==> src/rtl/hazard_sequencer.sv <==
// Hazard and sequencing control for a 5-stage MIPS pipeline.
// Shadow scoreboard of EX/MEM/WB drives enables, flushes and forwarding.
module hazard_sequencer #(
  parameter int CNT_W = 16
) (
  input  logic             clk,
  input  logic             rst,
  input  logic             id_valid,
  input  logic [4:0]       id_rs,
  input  logic [4:0]       id_rt,
  input  logic             id_uses_rs,
  input  logic             id_uses_rt,
  input  logic             id_wr,
  input  logic [4:0]       id_wdst,
  input  logic             id_load,
  input  logic             id_memop,
  input  logic             ex_branch_taken,
  input  logic             dmem_ready,
  output logic             pc_en,
  output logic             ifid_en,
  output logic             idex_en,
  output logic             exmem_en,
  output logic             memwb_en,
  output logic             ifid_flush,
  output logic             idex_flush,
  output logic [1:0]       fwd_a,
  output logic [1:0]       fwd_b,
  output logic [CNT_W-1:0] stall_cnt,
  output logic [CNT_W-1:0] flush_cnt
);

  typedef struct packed {
    logic       valid;
    logic       wr;
    logic [4:0] dst;
    logic       load;
    logic       memop;
    logic [4:0] rs;
    logic [4:0] rt;
  } sb_t;

  sb_t ex_q, mem_q, wb_q;
  sb_t ex_d, mem_d, wb_d;
  sb_t id_e;

  logic [CNT_W-1:0] stall_q, stall_d;
  logic [CNT_W-1:0] flush_q, flush_d;

  logic freeze, flush, lu_stall;
  logic ex_live, mem_live, wb_live;
  logic rs_hit, rt_hit;

  function automatic logic live(input sb_t e);
    return e.valid & e.wr & (e.dst != 5'd0);
  endfunction

  // Live writes exclude $0, so $0 can never match below.
  function automatic logic [1:0] fsel(
    input sb_t m,
    input sb_t w,
    input logic [4:0] r
  );
    if (live(m) && m.dst == r)
      return 2'b10;
    else if (live(w) && w.dst == r)
      return 2'b01;
    else
      return 2'b00;
  endfunction

  assign ex_live  = live(ex_q);
  assign mem_live = live(mem_q);
  assign wb_live  = live(wb_q);

  assign rs_hit = id_uses_rs & (id_rs == ex_q.dst);
  assign rt_hit = id_uses_rt & (id_rt == ex_q.dst);

  assign freeze = mem_q.valid & mem_q.memop
                & ~dmem_ready;
  assign flush  = ex_branch_taken & ~freeze & ~rst;
  assign lu_stall = ~freeze & ~flush & id_valid
                  & ex_live & ex_q.load
                  & (rs_hit | rt_hit);

  always_comb begin
    pc_en      = 1'b1;
    ifid_en    = 1'b1;
    idex_en    = 1'b1;
    exmem_en   = 1'b1;
    memwb_en   = 1'b1;
    ifid_flush = 1'b0;
    idex_flush = 1'b0;
    unique case (1'b1)
      freeze: begin
        pc_en    = 1'b0;
        ifid_en  = 1'b0;
        idex_en  = 1'b0;
        exmem_en = 1'b0;
        memwb_en = 1'b0;
      end
      flush: begin
        ifid_flush = 1'b1;
        idex_flush = 1'b1;
      end
      lu_stall: begin
        pc_en      = 1'b0;
        ifid_en    = 1'b0;
        idex_flush = 1'b1;
      end
      default: ;
    endcase
  end

  always_comb begin
    fwd_a = 2'b00;
    fwd_b = 2'b00;
    if (ex_q.valid) begin
      fwd_a = fsel(mem_q, wb_q, ex_q.rs);
      fwd_b = fsel(mem_q, wb_q, ex_q.rt);
    end
  end

  always_comb begin
    id_e.valid = id_valid;
    id_e.wr    = id_wr;
    id_e.dst   = id_wdst;
    id_e.load  = id_load;
    id_e.memop = id_memop;
    id_e.rs    = id_rs;
    id_e.rt    = id_rt;

    ex_d  = ex_q;
    mem_d = mem_q;
    wb_d  = wb_q;
    if (!freeze) begin
      wb_d  = mem_q;
      mem_d = ex_q;
      ex_d  = id_e;
      if (flush || lu_stall)
        ex_d = '0;
    end

    stall_d = stall_q;
    if (!pc_en && stall_q != '1)
      stall_d = stall_q + CNT_W'(1);

    flush_d = flush_q;
    if (flush && flush_q != '1)
      flush_d = flush_q + CNT_W'(1);
  end

  always_ff @(posedge clk or posedge rst) begin
    if (rst) begin
      ex_q    <= '0;
      mem_q   <= '0;
      wb_q    <= '0;
      stall_q <= '0;
      flush_q <= '0;
    end else begin
      ex_q    <= ex_d;
      mem_q   <= mem_d;
      wb_q    <= wb_d;
      stall_q <= stall_d;
      flush_q <= flush_d;
    end
  end

  assign stall_cnt = stall_q;
  assign flush_cnt = flush_q;

  logic unused_fields;
  assign unused_fields = ^{mem_q.load, wb_q.load,
                           wb_q.memop, wb_q.rs,
                           wb_q.rt, mem_q.rs,
                           mem_q.rt};

endmodule
==> config.mk <==
export PLATFORM = sky130hd
export DESIGN_NAME = hazard_sequencer
export DESIGN_NICKNAME = d
export VERILOG_FILES = /design/src/rtl/hazard_sequencer.sv
export SDC_FILE = /design/constraint.sdc
export NUM_CORES = 1
export LEC_CHECK = 0
export CAP_MARGIN = 30
export CELL_PAD_IN_SITES_DETAIL_PLACEMENT = 2
export CELL_PAD_IN_SITES_GLOBAL_PLACEMENT = 2
export CORE_MARGIN = 4
export CORE_UTILIZATION = 33
export CTS_BUF_LIST = sky130_fd_sc_hd__clkbuf_4
export DETAILED_ROUTE_END_ITERATION = 7
export PLACE_DENSITY = 0.83
export RECOVER_POWER = 100
export SLEW_MARGIN = 20
export SYNTH_ARGS = -nofsm -noshare
export SYNTH_HDL_FRONTEND = slang
export SYNTH_SLANG_ARGS = --single-unit
==> constraint.sdc <==
create_clock -name clk -period 6.15 [get_ports clk]
set_input_delay 1.23 -clock clk [delete_from_list [all_inputs] [get_ports clk]]
set_output_delay 1.23 -clock clk [all_outputs]
set_load 0.01 [all_outputs]
---- Word level (Yosys, flattened, before mapping) ----
Cells that the tools add are included.
storage, ports and cells
  bits of input ports ..................... 25
  memory bits (writable) .................. 0
  bits in latches ......................... 0
  memory bits (read-only) ................. 0
  output and inout port bits .............. 43
  bits in registers ....................... 66
  memories kept ........................... 0
cells by class
  $mul .................................... 0
  div/mod/pow operators ................... 0
  shift-type cells ........................ 0
  add/subtract/negate cells ............... 2
  eq/ne operators ......................... 8
  $lt $le $gt $ge ......................... 0
  multiplexer cells ....................... 11
  reductions and logical operators ........ 12
  bitwise logic cells ..................... 22
operators by type and width
  cell                     count
  $add A16 B1 Y16 const B  2
  $ne A16 B16 Y1 const B   2
  $eq A5 B5 Y1             6
  $mux W19                 1
  $and A1 B1 Y1            17
  $reduce_bool A5 Y1       3
  $mux W2                  4
  $logic_and A1 B1 Y1      6
  $mux W1                  6
  $not A1 Y1               4
  $reduce_or A2 Y1         2
  $logic_or A1 B1 Y1       1
  $or A1 B1 Y1             1

---- Logic depth before layout (Yosys ltp) ----
Gate-level depths: netlist of the first run.
  depth after elaboration ................. 13
  gate-level depth with buffers ........... 11
  gate-level depth less buffers ........... 8

---- Least setup slack after synthesis of the first run ----
OpenSTA, ideal clock, no wires.
  path type ............................... in2out
  start ................................... in rst
  end ..................................... out pc_en
  slack ................................... 1.025 ns
  arrival time ............................ 3.895 ns
  cell stages on the path ................. 7
  cell sequence ........................... inv_1 > and3_1 > buf_2 > nor3_2 > a21oi_1 > buf_2 > buf_4
between the ends
  cells in the longest elaborated chain, start to end .. 10
ends and longest elaborated chain
  item                               RTL line  RTL
  from (decl)                        7         input logic rst,
  $not A1 Y1                         80        assign flush = ex_branch_taken & ~freeze & ~rst;
  $and A1 B1 Y1                      80
  $not A1 Y1                         81        assign lu_stall = ~freeze & ~flush & id_valid
  $and A1 B1 Y1 (2 in a row)         81
  $and A1 B1 Y1 (2 in a row)         82        & ex_live & ex_q.load
  $and A1 B1 Y1                      83        & (rs_hit | rt_hit);
  $reduce_or A2 Y1 (no source line)  -
  $mux W1                            -
  to (decl)                          19        output logic pc_en,
No other way between the ends.

---- Final worst setup path of the first run ----
  start ................................... in dmem_ready
  end ..................................... out ifid_en
between the ends
  cells in the longest elaborated chain, start to end .. 13
ends and longest elaborated chain
  item                                   RTL line  RTL
  from (decl)                            18        input logic dmem_ready,
  $not A1 Y1 (*)                         79        & ~dmem_ready;
  $and A1 B1 Y1 (*)                      79
  $not A1 Y1                             80, 81
  $and A1 B1 Y1 (2 in a row)             80
  $not A1 Y1                             81
  $and A1 B1 Y1 (2 in a row)             81
  $and A1 B1 Y1 (2 in a row)             82
  $and A1 B1 Y1                          83
  $reduce_or A2 Y1 (no source line) (*)  -
  $mux W1 (*)                            93        unique case (1'b1)
  to (decl)                              20        output logic ifid_en,
Mark *: on every way between the ends. The rest lies on a longest branch, timed or not.

==> results.cfg, run 1 <==
[sta]
clock.fmax_mhz = 191.4
finalCritPeriodShare = 0.8497
finalSetupTns_ps = 0
drv_slew = 67
skew_ps = 9.585
slew_headroom = -1.366
tightestPinTransition_ps = 3549
finalHoldViolCount = 0
rsz0062_at_grt = false
setup_viol_count_final = 0
min_period_ps = 5226

[clock_tree]
cts_tree = yes
cts.htree.levels = 3
cts_buffers = 9
cts_buffer_depth = 2
cts_num_sinks = 66
postCtsHoldBufs = 0
postCtsSetupBuffers = 0
clk_latency_ps = 400
clk_pin_slew_ps = 110
cts.repair.resized = 0
cts_root_buf = clkbuf_4

[place]
port_buffers = 67
routabilityCongestion = 0.7887
hpwl_mm = 6.976
dp_cells = 491
placed_cell_area_sq_um = 4018

[layout]
instances_no_fill = 505
nNetsFinal = 400
diodes = 0
fill_cells = 1003
final_layout_size_suffix_gt1_frac = 0.04521
syn_to_final_growth_pct = 26.86
final_area_sq_um = 4071

[die]
num_rows = 35
io_pins = 68
die_h_um = 106.6
die-area_sq_um = 11370
core_sq_um = 9371
start_util = 0.3425
die_x_um = 106.6

[yosys]
synth_area_per_cell_sq_um = 10.63
ys_types = 40
synth_simple_gate_area_share = 0.2105
synth_flop_cell = dfrtp_1
synth_compound_area_frac = 0.07407
synth_common_cells = 66 x dfrtp_1, 52 x nand2_1, 35 x xnor2_1
synth_top_cell_area_share = 0.5146
synth_mux_area_frac = 0.01404
synth_top_area_cell = dfrtp_1
synth_nets = 329
synth-async-reset-ratio = 1.000
ys_warn_count = 0
syn_area_sq_um = 3209
synth_xor_area_frac = 0.1528
synth_top_family_by_area = simple AND/OR/NAND/NOR gates
postSynthRegisterBits = 66
syn_inst = 302
synth.most_common_cell = dfrtp_1
synth_edf_count = 0
synthTopCellsByArea = dfrtp_1 51%, xnor2_1 9.6%, nand2_1 6.1%
ys_seq_area_frac = 0.5146
synthAdderAreaFrac = 0.007797

[route]
via_per_inst = 5.107
routed_wirelength_mm = 9.278
ant_nets = 0
drc = 0
firstDrtPassIters = 4
num_vias = 2579
wl_per_cell_um = 18.37
drt_iter0_drc = 71

[global_route]
antenna_found_initial = 0
track_usage = 0.1742
grt_first_pass_wirelength_mm = 15.54
grt_overflow = 0
grt_pass1_vias = 2966
grt_max_degree = 67

[status]
status = finished with violations
violations = max-capacitance violations, max-slew violations

[worst_hold_path]
hp-class = reg -> reg

[pwr]
p_leak_uw = 0.001840
power_density_nw_per_um2 = 263.8
vdd_drop_max_uv = 135.2
design_power_total_uw = 1074

[setup_path]
crit_type = in -> out
worstSetupStartpointType = input port
critPathMaxFanout = 10
worstPathRequired_ps = 4920
cp-end-kind = output port
critPathArrivalTime_ps = 4000

[flow_run]
cap_violations = 1
[kinds of logic (layout without fill, tap and decap cells)]
| group | Yosys count | after routing |
|---|---|---|
| xor+xnor | 56 | 56 |
| mux | 4 | 4 |
| compound gates | 29 | 29 |
| fa+ha+maj | 2 | 2 |
| buf+inv | 18 | 92 |
| flops | 66 | 66 |
| simple gates | 127 | 127 |
[per-layer routing]
metal	up-vias	global-route usage	wire (um)
li1	1191	-	-
met1	1332	0.2182	4003
met2	44	0.2950	4756
met3	12	0.04275	380
met4	0	0.05753	138
met5	-	0	0
[metrics by stage]
| step | setup WS (ps) | util | hold slack, ps |
|---|---|---|---|
| 5_1_grt | 631.7 | 0.4344 | 527.1 |
| 6_report | 924.2 | 0.4344 | 495.3 |
| 3_5_place_dp | 1243 | 0.4287 | 477.2 |
| 4_1_cts | 1227 | 0.4385 | 501.4 |
| 2_1_floorplan | 1025 | - | 435.1 |
| 3_3_place_gp | 1385 | 0.4287 | 450.5 |
[cell type report]
type                    count  area [sq um]  area share
flip-flops and latches     66          1652      0.4057
well taps                 129         161.4     0.03964
multi-input cells         218          1451      0.3565
clock inverters             5         23.77    0.005839
clock buffers               9         67.56     0.01659
repair buffers             72         693.2      0.1703
inverters                   6         22.52    0.005532
[report_power, final]
group          internal (uW)  leakage, uW  switching (uW)
sequential               496     0.000833            87.5
clock                   74.1    0.0000502             153
combinational            141     0.000957             123
[cells in the final DEF (no fill, tap or decap), types with 5 or more instances in the layout]
cell type and count:
nand3_1 10, dfrtp_1 66, nor3_1 12, and3_1 8, clkinv_1 5, clkdlybuf4s50_1 22, clkbuf_4 9, a22o_1 19
nor2_1 8, nand2_1 52, xor2_1 21, dlygate4sd3_1 45, xnor2_1 35, nand4_1 8
[flip-flops by register name, indices dropped and copies added, names as in the netlist]
signal	count
stall_cnt	16
ex_q	19
wb_q	7
flush_cnt	16
mem_q	8
[path summary, 6_finish.rpt]
kind                            start             to  slack [ps]  depth (start not counted)
max                        dmem_ready        ifid_en         920                          8
min                          wb_q[17]       wb_q[17]         500                          2
max reg2reg                  ex_q[13]       ex_q[13]        3160                          7
min reg2reg                  wb_q[17]       wb_q[17]         500                          2
max in group asynchronous         rst        ex_q[1]        1510                          3
min in group asynchronous         rst  flush_cnt[11]        2660                          3
[worst max-delay path: stages]
cell           delay, ps
dlygate4sd3_1        560
nor3b_1              330
clkinv_1             160
and3_1               290
nor3_1               260
a21oi_1              250
clkbuf_1             260
dlygate4sd3_1        660
Power figures use the tool's default switching activity.
==> run 2, diff against run 1 <==
==> constraint.sdc (replaced) <==
create_clock -name clk -period 5.15 [get_ports clk]
set_input_delay 1.03 -clock clk [delete_from_list [all_inputs] [get_ports clk]]
set_output_delay 1.03 -clock clk [all_outputs]
set_load 0.01 [all_outputs]
==> results.cfg, run 2 (synthesized netlist as in run 1, its figures left out) <==
[layout]
top_register = ex_q
final_layout_size_suffix_gt1_frac = 0.06349
final_cell_mix = 66 x dfrtp_1, 52 x nand2_1, 45 x dlygate4sd3_1
syn_to_final_growth_pct = 28.30
nNetsFinal = 400
final_common_cell = dfrtp_1
fill_cells = 1030
largest_reg_flops = 19
diodes = 0

[setup_path]
critPathMaxFanout = 18
critPathArrivalTime_ps = 3480
cp-end-kind = output port
reg2reg_setup_slack_ps = 2350
crit_type = in -> out
worstSetupStartpointType = input port
r2r_cells = 8
r2r_start = ex_q[13]
worstPathRequired_ps = 4120
r2r-end = ex_q[13]

[pwr]
design_power_total_uw = 1357
power_density_nw_per_um2 = 329.4
p_leak_uw = 0.001874
vdd_drop_max_uv = 146.8

[global_route]
antenna_found_initial = 0
grt_pass1_vias = 2823
grt_overflow = 0
grt_max_degree = 67
grt_first_pass_wirelength_mm = 15.45
track_usage = 0.1733

[die]
die_x_um = 106.6
num_rows = 35
die-area_sq_um = 11370
core_sq_um = 9371
die_h_um = 106.6
start_util = 0.3425
io_pins = 68

[sta]
tightestPinTransition_ps = 1662
setup_viol_count_final = 0
finalCritPeriodShare = 0.8754
clock.fmax_mhz = 221.8
whs_ps = 470.2
finalSetupTns_ps = 0
min_period_ps = 4508
finalHoldViolCount = 0
skew_ps = 17.64
rsz0062_at_grt = false
drv_slew = 67
slew_headroom = -0.1080

[route]
num_vias = 2572
drc = 0
routed_wirelength_mm = 9.390
firstDrtPassIters = 4
via_per_inst = 5.073
ant_nets = 0
wl_per_cell_um = 18.52
drt_iter0_drc = 102

[clock_tree]
cts_tree = yes
cts_buffers = 9
cts.repair.resized = 0
postCtsSetupBuffers = 0
cts_root_buf = clkbuf_4
clk_pin_slew_ps = 100
cts_num_sinks = 66
cts.htree.levels = 3
postCtsHoldBufs = 0
cts_buffer_depth = 2
clk_latency_ps = 410

[place]
routabilityCongestion = 0.7897
port_buffers = 67
hpwl_mm = 6.858

[flow_run]
cap_violations = 1

[worst_hold_path]
hp-class = reg -> reg
holdPathEnd = mem_q[10]
hold_path_depth = 1
hold_path_startpoint = ex_q[10]

[status]
violations = max-capacitance violations, max-slew violations
status = finished with violations
-- run 2: cell type report --
class / instances / area, sq um / area share
inverters: 6 / 22.52 / 0.005469
flip-flops and latches: 66 / 1652 / 0.4011
repair buffers: 72 / 698.2 / 0.1696
clock buffers: 10 / 75.07 / 0.01823
multi-input cells: 218 / 1451 / 0.3525
well taps: 129 / 161.4 / 0.03920
clock inverters: 6 / 57.56 / 0.01398
-- run 2: worst max path at each step --
stage	from	endpoint	slack [ps]	cells past startpoint
final	dmem_ready	ifid_en	640	8
after global routing	dmem_ready	ifid_en	460	8
after CTS	dmem_ready	ifid_en	1000	8
after detailed placement	dmem_ready	ifid_en	1020	8
after global placement	dmem_ready	ifid_en	1120	8
after floorplan	rst	pc_en	420	7
-- run 2: stage by stage --
stage	std cells	worst slack, ps	cell area, sq um	utilization
2_1_floorplan	302	424.7	3209	-
3_3_place_gp	491	1115	4018	0.4287
3_5_place_dp	491	1016	4018	0.4287
4_1_cts	507	997.5	4150	0.4429
5_1_grt	507	456.5	4118	0.4394
6_report	507	641.9	4118	0.4394
-- run 2: critical path: stages --
cell,delay (ps)
dlygate4sd3_1,560
nor3b_1,290
inv_2,60
and3_1,280
nor3_1,310
a21oi_1,120
buf_4,200
dlygate4sd3_1,620
-- run 2: power breakdown --
part / leakage (uW) / internal [uW] / switching, uW
Combinational: 0.000964 / 170 / 147
Sequential: 0.000833 / 592 / 105
Clock: 0.0000776 / 151 / 192
Total: 0.00187 / 913 / 444
-- run 2: metal layers --
metal  global-route usage  part of all wire  vias to the layer above  routed length, um
met3              0.03492             0.034                        9                320
met5                    0                 0                        -                  0
met1               0.2208              0.44                     1319               4142
li1                     -                 -                     1199                  -
met2               0.2941              0.51                       45               4816
met4              0.05845             0.012                        0                110
